$ cat src/rtl/flash_reader.sv
// ---------------------------------------------------------------------------
// flash_reader
//   Fast-read initiator for the byte-level flash port. A `start` request
//   issues 0x0B, a 24-bit address and one dummy byte, then clocks in `len`
//   data bytes. Each data byte is delivered on a valid/ready stream.
//
// Optional feature (macro STATUS_POLL_EN):
//   When defined, the read command is preceded by a status poll (0x05) that
//   repeats while status bit0 is set, followed by a CS# release.
//
// Ports:
//   clk, rst            system clock, synchronous active-high reset
//   start, addr, len    request (sampled only while idle)
//   busy, done, err     request status (done/err are one-cycle pulses)
//   m_valid, m_data,    output byte stream
//   m_ready
//   f_ready, f_wr,      flash byte port: f_wr only while f_ready=1,
//   f_din, f_format,    f_format=0 keeps CS# high
//   f_prescale, f_dout
// ---------------------------------------------------------------------------
module flash_reader #(
  parameter logic [2:0] FORMAT   = 3'b001,
  parameter logic [3:0] PRESCALE = 4'h0,
  parameter int unsigned TIMEOUT = 255
) (
  input  logic        clk,
  input  logic        rst,
  input  logic        start,
  input  logic [23:0] addr,
  input  logic [15:0] len,
  output logic        busy,
  output logic        done,
  output logic        err,
  output logic        m_valid,
  output logic [7:0]  m_data,
  input  logic        m_ready,
  input  logic        f_ready,
  output logic        f_wr,
  output logic [7:0]  f_din,
  output logic [2:0]  f_format,
  output logic [3:0]  f_prescale,
  input  logic [7:0]  f_dout
);

  localparam logic [4:0] S_IDLE     = 5'd0;
  localparam logic [4:0] S_CMD      = 5'd1;
  localparam logic [4:0] S_A2       = 5'd2;
  localparam logic [4:0] S_A1       = 5'd3;
  localparam logic [4:0] S_A0       = 5'd4;
  localparam logic [4:0] S_DUMMY    = 5'd5;
  localparam logic [4:0] S_RD       = 5'd6;
  localparam logic [4:0] S_RD_WAIT  = 5'd7;
  localparam logic [4:0] S_CAP      = 5'd8;
  localparam logic [4:0] S_HOLD     = 5'd9;
  localparam logic [4:0] S_END      = 5'd10;
  localparam logic [4:0] S_END_WAIT = 5'd11;
  localparam logic [4:0] S_FINISH   = 5'd12;
  localparam logic [4:0] S_ABORT    = 5'd13;
`ifdef STATUS_POLL_EN
  localparam logic [4:0] S_ST_CMD     = 5'd14;
  localparam logic [4:0] S_ST_RD      = 5'd15;
  localparam logic [4:0] S_ST_RD_WAIT = 5'd16;
  localparam logic [4:0] S_ST_END     = 5'd17;
  localparam logic [4:0] S_FIRST      = S_ST_CMD;
`else
  localparam logic [4:0] S_FIRST      = S_CMD;
`endif

  // Last count value before the wait is declared lost.
  localparam logic [7:0] TMO_LAST = 8'(TIMEOUT - 1);

  logic [4:0]  state_q, state_d;
  logic [23:0] addr_q, addr_d;
  logic [15:0] rem_q, rem_d;
  logic [7:0]  cnt_q, cnt_d;
  logic        busy_q, busy_d;
  logic        done_q, done_d;
  logic        err_q, err_d;
  logic        m_valid_q, m_valid_d;
  logic [7:0]  m_data_q, m_data_d;
  logic [7:0]  f_din_q;
  logic [2:0]  f_format_q;
  logic        blank_q;

  logic        is_issue_s;
  logic        is_wait_s;
  logic        rdy_s;
  logic        wr_s;
  logic        waiting_s;
  logic        timeout_s;

  // Byte transmitted in a given state; address bytes come from the latch.
  function automatic logic [7:0] din_for(input logic [4:0] st, input logic [23:0] a);
    logic [7:0] d;
    case (st)
      S_CMD:      d = 8'h0B;
      S_A2:       d = a[23:16];
      S_A1:       d = a[15:8];
      S_A0:       d = a[7:0];
      S_END,
      S_END_WAIT: d = 8'hFF;
`ifdef STATUS_POLL_EN
      S_ST_CMD:   d = 8'h05;
      S_ST_END:   d = 8'hFF;
`endif
      default:    d = 8'h00;
    endcase
    return d;
  endfunction

  // Flash is selected (nonzero format) only while a command is in flight.
  function automatic logic [2:0] fmt_for(input logic [4:0] st);
    logic [2:0] f;
    case (st)
      S_CMD, S_A2, S_A1, S_A0, S_DUMMY,
      S_RD, S_RD_WAIT, S_CAP, S_HOLD: f = FORMAT;
`ifdef STATUS_POLL_EN
      S_ST_CMD, S_ST_RD, S_ST_RD_WAIT: f = FORMAT;
`endif
      default: f = 3'b000;
    endcase
    return f;
  endfunction

  // Classify states: ones that transmit a byte and ones that only wait.
  always_comb begin
    is_issue_s = 1'b0;
    is_wait_s  = 1'b0;
    case (state_q)
      S_CMD, S_A2, S_A1, S_A0, S_DUMMY, S_RD, S_END: is_issue_s = 1'b1;
      S_RD_WAIT, S_END_WAIT:                          is_wait_s  = 1'b1;
`ifdef STATUS_POLL_EN
      S_ST_CMD, S_ST_RD, S_ST_END:                    is_issue_s = 1'b1;
      S_ST_RD_WAIT:                                   is_wait_s  = 1'b1;
`endif
      default: begin
        is_issue_s = 1'b0;
        is_wait_s  = 1'b0;
      end
    endcase
  end

  // f_ready is ignored in the blanking cycle right after a write.
  assign rdy_s     = f_ready & ~blank_q;
  // Gated directly by f_ready so a write never lands on a not-ready port.
  assign wr_s      = is_issue_s & rdy_s;
  assign waiting_s = (is_issue_s | is_wait_s) & ~blank_q & ~f_ready;
  assign timeout_s = waiting_s & (cnt_q == TMO_LAST);

  // Next-state and datapath logic of the request sequencer.
  always_comb begin
    state_d   = state_q;
    addr_d    = addr_q;
    rem_d     = rem_q;
    busy_d    = busy_q;
    done_d    = 1'b0;
    err_d     = 1'b0;
    m_valid_d = m_valid_q;
    m_data_d  = m_data_q;

    // Counter runs only while waiting; any write or ready clears it.
    if (waiting_s) begin
      cnt_d = cnt_q + 8'd1;
    end else begin
      cnt_d = 8'd0;
    end

    case (state_q)
      S_IDLE: begin
        if (start) begin
          busy_d = 1'b1;
          addr_d = addr;
          rem_d  = len;
          if (len == 16'd0) begin
            state_d = S_FINISH;
          end else begin
            state_d = S_FIRST;
          end
        end else begin
          state_d = S_IDLE;
        end
      end
`ifdef STATUS_POLL_EN
      S_ST_CMD:     if (wr_s) state_d = S_ST_RD;      else state_d = state_q;
      S_ST_RD:      if (wr_s) state_d = S_ST_RD_WAIT; else state_d = state_q;
      S_ST_RD_WAIT: begin
        // Flash still busy (bit0 set): clock another status byte.
        if (rdy_s) begin
          if (f_dout[0]) state_d = S_ST_RD;
          else           state_d = S_ST_END;
        end else begin
          state_d = state_q;
        end
      end
      S_ST_END:     if (wr_s) state_d = S_CMD;        else state_d = state_q;
`endif
      S_CMD:      if (wr_s)  state_d = S_A2;       else state_d = state_q;
      S_A2:       if (wr_s)  state_d = S_A1;       else state_d = state_q;
      S_A1:       if (wr_s)  state_d = S_A0;       else state_d = state_q;
      S_A0:       if (wr_s)  state_d = S_DUMMY;    else state_d = state_q;
      S_DUMMY:    if (wr_s)  state_d = S_RD;       else state_d = state_q;
      S_RD:       if (wr_s)  state_d = S_RD_WAIT;  else state_d = state_q;
      S_RD_WAIT:  if (rdy_s) state_d = S_CAP;      else state_d = state_q;
      S_CAP: begin
        m_data_d  = f_dout;
        m_valid_d = 1'b1;
        rem_d     = rem_q - 16'd1;
        state_d   = S_HOLD;
      end
      S_HOLD: begin
        // No flash traffic here; the byte waits for the consumer.
        if (m_ready) begin
          m_valid_d = 1'b0;
          if (rem_q != 16'd0) state_d = S_RD;
          else                state_d = S_END;
        end else begin
          state_d = S_HOLD;
        end
      end
      S_END:      if (wr_s)  state_d = S_END_WAIT; else state_d = state_q;
      S_END_WAIT: if (rdy_s) state_d = S_FINISH;   else state_d = state_q;
      S_FINISH: begin
        done_d  = 1'b1;
        busy_d  = 1'b0;
        state_d = S_IDLE;
      end
      S_ABORT: begin
        done_d    = 1'b1;
        err_d     = 1'b1;
        busy_d    = 1'b0;
        m_valid_d = 1'b0;
        state_d   = S_IDLE;
      end
      default: begin
        state_d   = S_IDLE;
        busy_d    = 1'b0;
        m_valid_d = 1'b0;
      end
    endcase

    if (timeout_s) begin
      state_d   = S_ABORT;
      m_valid_d = 1'b0;
    end else begin
      state_d = state_d;
    end
  end

  // State and registered outputs; f_din/f_format follow the next state.
  always_ff @(posedge clk) begin
    if (rst) begin
      state_q    <= S_IDLE;
      addr_q     <= 24'h000000;
      rem_q      <= 16'h0000;
      cnt_q      <= 8'h00;
      busy_q     <= 1'b0;
      done_q     <= 1'b0;
      err_q      <= 1'b0;
      m_valid_q  <= 1'b0;
      m_data_q   <= 8'h00;
      f_din_q    <= 8'h00;
      f_format_q <= 3'b000;
      blank_q    <= 1'b0;
    end else begin
      state_q    <= state_d;
      addr_q     <= addr_d;
      rem_q      <= rem_d;
      cnt_q      <= cnt_d;
      busy_q     <= busy_d;
      done_q     <= done_d;
      err_q      <= err_d;
      m_valid_q  <= m_valid_d;
      m_data_q   <= m_data_d;
      f_din_q    <= din_for(state_d, addr_d);
      f_format_q <= fmt_for(state_d);
      blank_q    <= wr_s;
    end
  end

  assign busy       = busy_q;
  assign done       = done_q;
  assign err        = err_q;
  assign m_valid    = m_valid_q;
  assign m_data     = m_data_q;
  assign f_wr       = wr_s;
  assign f_din      = f_din_q;
  assign f_format   = f_format_q;
  assign f_prescale = PRESCALE;

endmodule
$ cat config.mk
export PLATFORM = sky130hd
export DESIGN_NAME = flash_reader
export DESIGN_NICKNAME = d
export VERILOG_FILES = /design/src/rtl/flash_reader.sv
export SDC_FILE = /design/constraint.sdc
export NUM_CORES = 1
export LEC_CHECK = 0
export CORE_AREA = 3 3 101 93
export CTS_CLUSTER_DIAMETER = 200
export DETAILED_ROUTE_END_ITERATION = 7
export DIE_AREA = 0 0 104 96
export GPL_ROUTABILITY_DRIVEN = 0
export PLACE_DENSITY = 0.71
export SLEW_MARGIN = 20
export SYNTH_ARGS = -nofsm -noshare
export SYNTH_HDL_FRONTEND = slang
export SYNTH_SLANG_ARGS = --single-unit
$ cat constraint.sdc
create_clock -name clk -period 3.2 [get_ports clk]
set_input_delay 0.64 -clock clk [delete_from_list [all_inputs] [get_ports clk]]
set_output_delay 0.64 -clock clk [all_outputs]
set_load 0.005 [all_outputs]
==> flow_metrics.tcl, run 1 <==
set metrics [dict create \
    synth.distinct_cells 62 \
    ioPinCount 81 \
    clock-skew-final_ns 0.00559 \
    power_density_nw_per_um2 453 \
    grt_pass1_wl_um 15400 \
    placeableCoreArea_um2 8490 \
    worst_path_most_repeated_cell "clkdlybuf4s50_1" \
    die_height_um 96 \
    final_hold_viol_count 0 \
    syn_inst 456 \
    cts.clk_slew.worst_paths_ns 0.07 \
    cts_hold_buffers 0 \
    area_growth_pct 28.7 \
    root_buffer "clkbuf_8" \
    synthFlopType "dfxtp_1" \
    layout_setup_ws_ns 0.181 \
    drive_gt1_share_pct 10.6 \
    synth_area_um2 3750 \
    path_cells "clkdlybuf4s50_1, nor2b_1, nand2_1, nor3_1, clkdlybuf4s50_1" \
    rows 32 \
    wl_per_cell_um 14.2 \
    synth_common_cells "nand2_1 (91), dfxtp_1 (75), a21oi_1 (62)" \
    setup_viol 0 \
    antenna_found_initial 0 \
    via_per_inst 5.41 \
    wl_um 9190 \
    setup_tns_ns 0 \
    ys_async_sr_fraction_pct 0 \
    max_freq_ghz 0.331 \
    period_needed_ns 3.02 \
    grt-ovfl-total 0 \
    required_ns 2.56 \
    cp-start-kind "primary input" \
    ys_seq_area_share_pct 40.0 \
    crit_buf_inv 2 \
    via_count 3510 \
    cts_resized 0 \
    grt_usage_pct 18.8 \
    ys_warn_count 0 \
    slowest_stage "clkdlybuf4s50_1" \
    rsz0062_at_grt "false" \
    slowest_delay_ns 0.55 \
    cts_buffer_depth 2 \
    multiInputGateArea_um2 2070 \
    path_class "primary input to primary output" \
    status "complete, no violations" \
    antennaDiodeCount 0 \
    synthMostInstantiatedCell "nand2_1" \
    die-area_um2 9980 \
    grt_max_degree 37 \
    port_buffers 74 \
    synthDominantAreaCellType "dfxtp_1" \
    synth_edf_count 0 \
    max-vdd-ir-drop_uv 256 \
    critPathMaxFanout 4 \
    grt_pass1_vias 3348 \
    synthTopCellsByArea "dfxtp_1 (40%), nand2_1 (9.1%), a21oi_1 (8.3%), nor2_1 (3.6%), nand3_1 (2.7%)" \
    syn_area_per_cell_um2 8.23 \
    hpwl_um 6730 \
    hold_class "register to register" \
    cts_inserted_buffers 9 \
    clock_latency_ns 0.34 \
    firstDrtPassIters 5 \
    fin_nets 582 \
    cp_top_family "buffers and inverters" \
    initial_utilization_pct 44.2 \
    die_width_um 104 \
    cts_tree "done" \
    cts-htree-levels 3 \
    leakagePower_nw 1.72 \
    drtIter0Drc 164 \
    post-place-ws_ns 0.0737 \
    slew_violations 0 \
    post_cts_buffers 0 \
    crit_arrival_ns 2.38 \
    seq_area_um2 1500 \
    max_cap_violations 0 \
    end_kind "primary output" \
    ys_seq_elements 75 \
    drc 0 \
    yosysTopAreaCellShare_pct 40.0 \
    num-fill-cells 783 \
    tightest_slew_ns 0.623 \
    clock_sink_count 75 \
    ant_nets 0 \
    max_slew_margin_pct 57.4 \
    post-route-period-util_pct 94.4 \
]
[flip-flops by register name, indices dropped and copies added (netlist names)]
register / count
addr_q: 24
blank_q: 1
busy: 1
cnt_q: 8
done: 1
err: 1
f_din: 8
f_format: 1
m_data: 8
m_valid: 1
rem_q: 16
state_q: 5
[final cells by class]
class / count / share of cell area, %
well taps: 119 / 3.08
clock inverters: 5 / 2.59
flip-flops and latches: 75 / 31.1
clock buffers: 10 / 2.85
multi-input cells: 348 / 42.9
repair buffers: 85 / 17.0
inverters: 7 / 0.544
[where the power goes]
part	switching, mW	total (mW)	leakage, nW	internal, mW
registers	0.0261	0.988	0.609	0.962
logic	0.127	0.252	0.974	0.125
clock network	0.332	0.944	0.132	0.612
total	0.485	2.18	1.72	1.70
[placed cells by master, fill, tap and decap left out, types with 5 or more instances in the layout]
cell type	instances
a21oi_1	62
nor2_1	36
conb_1	7
o211ai_1	10
buf_4	11
nand2_1	91
clkdlybuf4s50_1	73
nor3_1	7
nor4_1	8
a211oi_1	7
nand3_1	20
dfxtp_1	75
mux2_2	8
a31oi_1	5
o21ai_0	12
clkbuf_8	10
inv_1	7
[tightest hold or removal path, cell delays in order, from the launching register on]
cell and delay [ns]:
dfxtp_1 0.31, nand2_1 0.05, a21oi_1 0.05
[routing by layer]
metal | vias up | wire, µm | global-route usage, %
met5 | - | 0 | 0
met2 | 133 | 4370 | 32.5
met3 | 21 | 671 | 6.04
li1 | 1748 | - | -
met4 | 0 | 189 | 5.98
met1 | 1608 | 3970 | 22.5
[cells by family (layout without fill, tap and decap cells)]
group	count (synthesis)	count (layout)	share of synthesized area, %
AND/OR/NAND/NOR	202	202	27.5
XOR/XNOR	6	6	1.40
flip-flops	75	75	40.0
buffers and inverters	39	107	5.44
other	1	7	0.100
multiplexers	11	11	3.34
AO/OA/AOI/OAI	119	119	21.2
adder cells (fa/ha/maj)	3	3	1.00
[path summary, 6_finish.rpt]
path         slack, ns        from         to  cells after the start
max reg2reg       0.56  state_q[1]   f_din[5]                      8
max               0.18     f_ready       f_wr                      5
min reg2reg       0.45   addr_q[9]  addr_q[9]                      2
min               0.45   addr_q[9]  addr_q[9]                      2
[stage by stage]
step                      util [%]  hold WS (ns)  power, mW  cells  instance area, µm²
after floorplan                  -         0.430       1.15    462                3770
after global placement        53.8         0.440       1.26    634                4560
after detailed placement      53.8         0.449       1.26    634                4560
after CTS                     56.9         0.459       2.21    649                4830
after global routing          56.9         0.475       2.28    649                4830
final                         56.9         0.453       2.18    649                4830
Note: power is estimated with default switching activity, not from simulation.
==> inputs of run 2 (changes only) <==
- CAP_MARGIN: default -> 20
- CTS_CLUSTER_SIZE: default -> 40
==> results of run 2 <==
No change in the layout: final DEF, timing and power equal those of run 1.
==> inputs of run 3 (changes only) <==
- DONT_BUFFER_PORTS: default -> 1
- PLACE_DENSITY: 0.71 -> default
==> run 3 against run 2 <==
Register-to-register slack lost 0.07 ns. Critical path depth rose by 2. Global-route usage is 0.99 points lower. Largest power group unchanged. Die area did not move. Cell area down 18%. Clock skew increased by 0.0045 ns. Cell count fell by 12%. Count of clock-buffer cells in the layout stayed put. Combinational power decreased by 38%. Sequential power hardly changed.
==> flow_metrics.tcl, run 3 (synthesis gave the netlist of run 1 again) <==
set metrics [dict create \
    status "complete, no violations" \
    rows 32 \
    antennaDiodeCount 0 \
    grt_pass1_wl_um 14400 \
    post_cts_buffers 0 \
    cts_resized 0 \
    cts_inserted_buffers 9 \
    ant_nets 0 \
    worst_path_most_repeated_cell "nor4_4" \
    die-area_um2 9980 \
    max_slew_margin_pct 61.4 \
    wl_per_cell_um 15.3 \
    slowest_delay_ns 0.58 \
    antenna_found_initial 0 \
    most-common-layout-cells "nand2_1 (91), dfxtp_1 (75), a21oi_1 (62), nor2_1 (36), nand3_1 (20)" \
    cp-start-kind "register" \
    grt_pass1_vias 2960 \
    tightest_slew_ns 0.564 \
    clock_sink_count 75 \
    cts_tree "done" \
    fin_nets 501 \
    die_width_um 104 \
    placeableCoreArea_um2 8490 \
    whs_ns 0.378 \
    post-route-period-util_pct 84.5 \
    die_height_um 96 \
    fin_cells 568 \
    end_kind "register" \
    max-vdd-ir-drop_uv 282 \
    drtIter0Drc 153 \
    multiInputGateArea_um2 2070 \
    drive_gt1_share_pct 10.5 \
    final_hold_viol_count 0 \
    clock-skew-final_ns 0.0101 \
    layout_setup_ws_ns 0.495 \
    root_buffer "clkbuf_8" \
    setup_viol 0 \
    fin_area_um2 3960 \
    grt-ovfl-total 0 \
    num-fill-cells 868 \
    max_cap_violations 0 \
    hold_class "primary input to register" \
    critPathMaxFanout 12 \
    wl_um 8690 \
    clock_latency_ns 0.34 \
    via_count 3130 \
    leakagePower_nw 1.36 \
    seq_area_um2 1500 \
    crit_buf_inv 1 \
    power_density_nw_per_um2 463 \
    grt_usage_pct 17.8 \
    slew_violations 0 \
    crit_arrival_ns 2.94 \
    largest_reg_flops 24 \
    rsz0062_at_grt "false" \
    hpwl_um 6380 \
    path_class "register to register" \
    slowest_stage "dfxtp_1" \
    required_ns 3.44 \
    top_regs "addr_q: 24 flops, rem_q: 16 flops" \
    ioPinCount 81 \
    firstDrtPassIters 4 \
    initial_utilization_pct 44.2 \
    area_growth_pct 5.54 \
    cts-htree-levels 3 \
    post-place-ws_ns 0.229 \
    grt_max_degree 57 \
    port_buffers 0 \
    period_needed_ns 2.71 \
    cp_top_family "simple AND/OR/NAND/NOR gates" \
    max_freq_ghz 0.370 \
    cts_hold_buffers 0 \
    place_area_um2 3780 \
    final_common_cell "nand2_1" \
    largest_register "addr_q" \
    cts.clk_slew.worst_paths_ns 0.07 \
    cts_buffer_depth 2 \
    dp_cells 553 \
    path_cells "inv_1, nor4_4, and3_1, nor2_2, nor4_4, a21bo_1, a311oi_1" \
    drc 0 \
    setup_tns_ns 0 \
    via_per_inst 5.51 \
]
-- run 3: final cells by class --
cell class / instances / share of cell area, %
flip-flops and latches: 75 / 37.9
clock buffers: 10 / 3.22
multi-input cells: 348 / 52.3
well taps: 119 / 3.76
repair buffers: 4 / 0.759
inverters: 7 / 0.664
clock inverters: 5 / 1.39
-- run 3: where the power goes --
| part | internal, mW | leakage [nW] | total, mW | switching, mW |
|---|---|---|---|---|
| logic | 0.0613 | 0.662 | 0.157 | 0.0958 |
| clock network | 0.353 | 0.0881 | 0.688 | 0.335 |
| registers | 0.962 | 0.609 | 0.989 | 0.0269 |
-- run 3: final timing paths --
check / startpoint / to / slack, ns / cells after the start
max reg2reg: state_q[3] / f_din[1] / 0.49 / 7
max: state_q[3] / f_din[1] / 0.49 / 7
min reg2reg: addr_q[20] / addr_q[20] / 0.45 / 2
min: rst / addr_q[0] / 0.38 / 1
-- run 3: metrics by stage --
stage | power [mW] | utilization, %
floorplan | 1.15 | -
finish | 1.83 | 46.6
detailed placement | 1.17 | 44.5
global placement | 1.17 | 44.5
CTS | 1.86 | 46.6
global route | 1.92 | 46.6
-- run 3: routing by layer --
layer | up-vias | GRT usage (%) | part of all wire, %
li1 | 1587 | - | -
met1 | 1448 | 23.1 | 47
met2 | 86 | 28.4 | 45
met3 | 9 | 6.04 | 7.6
met4 | 0 | 5.20 | 1.1
met5 | - | 0 | 0
==> variant: new RTL, config.mk and constraints of run 2 <==
`S_END_WAIT`: 5'd11 -> 5'd5.
--- a/src/rtl/flash_reader.sv
+++ b/src/rtl/flash_reader.sv
@@ -53,7 +53,7 @@
   localparam logic [4:0] S_CAP      = 5'd8;
   localparam logic [4:0] S_HOLD     = 5'd9;
   localparam logic [4:0] S_END      = 5'd10;
-  localparam logic [4:0] S_END_WAIT = 5'd11;
+  localparam logic [4:0] S_END_WAIT = 5'd5;
   localparam logic [4:0] S_FINISH   = 5'd12;
   localparam logic [4:0] S_ABORT    = 5'd13;
 `ifdef STATUS_POLL_EN
Check against the original RTL: not equivalent (a bounded check fails within 10 cycles, from zero or initial values and one cycle with rst high).
==> variant against run 2 <==
  * Synthesized area fell by 6.0%
  * Non-clock buffer count grew 6
  * Sequential share of layout area increased by 1.4 points
  * Wire length grew 1.7%
  * Synthesized cell count down 7.7%
  * Cell area is 4.3% lower
  * Sequential cell count unchanged
  * Worst hold slack gained 0.0078 ns
  * Setup slack better by 0.079 ns
  * Total power fell by 9.6%
==> variant: results (changes against run 2) <==
[synthesis]
synth_area_leaders=dfxtp_1 (43%), nand2_1 (6.2%), nor2_1 (5.5%)
syn-instance-count=421  ; -7.7%
synthArstFlopShare=0  ; unchanged
seq_area_frac_synth=0.426  ; +0.0256
synth_ff_type=dfxtp_1
ys_top_cells_by_count=dfxtp_1 (75), nand2_1 (58), nor2_1 (52), a21oi_1 (37), clkbuf_1 (21)
synth.distinct_cells=59  ; -4.8%
yosys_warnings=0  ; unchanged
synth.most_common_cell=dfxtp_1

[cts]
h-tree-depth=3  ; unchanged
clk_latency_ns=0.35
post_cts_buffers=0  ; unchanged
cts.clk_slew.worst_paths_ns=0.09  ; +0.02 ns
cts_buffer_depth=2  ; unchanged
cts.repair.resized=0  ; unchanged
ctsRootBufferMaster=clkbuf_8

[grt]
grt_pass1_wl_um=15200  ; -1.3%
grt_max_degree=44  ; +19%
grt-ovfl-total=0  ; unchanged
grt_usage=0.188  ; +0.000483
grt_pass1_vias=3152  ; -5.9%

[final_layout]
largestRegisters=addr_q: 24 flops, rem_q: 16 flops
layoutNonFillerInstCount=623  ; -4.0%
drive_gt1_frac=0.0933  ; -0.0124
insertedDiodeCount=0  ; unchanged
finalNetCount=555  ; -4.6%
num-fill-cells=835  ; +6.6%

[setup_path]
cp_max_fo=8  ; +4
cp.arrival_ns=3.23  ; +0.85 ns
max_stage_delay_ns=0.43  ; -0.12 ns
path_delay_family=simple AND/OR/NAND/NOR gates

[place]
place_inst=607  ; -4.3%
place_ws_ns=-0.0919  ; -0.166 ns
portBuffers=74  ; unchanged
place_area_um2=4420  ; -3.1%
dp.final_hpwl_um=6710  ; -0.31%

[status]
outcome=finished clean

[route]
wl_per_cell_um=15.0  ; +6.0%
first_pass_iters=4  ; -1
viasPerCell=5.40  ; -0.19%
drt_iter0_markers=197  ; +20%

[timing]
relSlewSlack=0.592  ; +0.0178
finalClockSkew_ns=0.00886  ; +0.00327 ns

[power_and_ir_drop]
p_leak_nw=1.66  ; -3.2%
ir_drop_mv=0.189  ; -26%

variant: routing by layer:
| metal | GRT usage | vias up | routed length, um |
|---|---|---|---|
| met2 | 0.303 | 101 | 4280 |
| met3 | 0.0362 | 6 | 564 |
| met1 | 0.253 | 1583 | 4430 |
| met4 | 0.0709 | 0 | 78 |
| li1 | - | 1673 | - |
| met5 | 0 | - | 0 |
variant: final timing paths:
| kind | depth (start not counted) | to | slack, ns | from |
|---|---|---|---|---|
| max | 9 | f_din[0]$_SDFF_PP0_ | 0.26 | len[3] |
| min | 2 | m_data[0]$_SDFFE_PP0P_ | 0.46 | m_data[0]$_SDFFE_PP0P_ |
| max reg2reg | 7 | f_din[6]$_SDFF_PP0_ | 0.32 | state_q[0]$_SDFF_PP0_ |
| min reg2reg | 2 | m_data[0]$_SDFFE_PP0P_ | 0.46 | m_data[0]$_SDFFE_PP0P_ |
variant: cell type report:
| class | instances | share of cell area |
|---|---|---|
| inverters | 6 | 0.00487 |
| multi-input cells | 316 | 0.408 |
| repair buffers | 91 | 0.187 |
| clock inverters | 7 | 0.0162 |
| clock buffers | 9 | 0.0268 |
| flip-flops and latches | 75 | 0.325 |
| well taps | 119 | 0.0322 |
variant: cell families after synthesis:
| kind of cell | count (synthesis) | share of synthesized area |
|---|---|---|
| multiplexers | 17 | 0.0483 |
| flip-flops | 75 | 0.426 |
| buffers and inverters | 36 | 0.0458 |
| AND/OR/NAND/NOR | 184 | 0.258 |
| other | 1 | 0.00106 |
| XOR/XNOR | 6 | 0.0149 |
| adder cells (fa/ha/maj) | 3 | 0.0106 |
| AO/OA/AOI/OAI | 99 | 0.196 |
variant: where the power goes:
group	internal [mW]	total [mW]	switching [mW]
Combinational	0.124	0.242	0.118
Clock	0.366	0.746	0.380
Sequential	0.962	0.986	0.0241
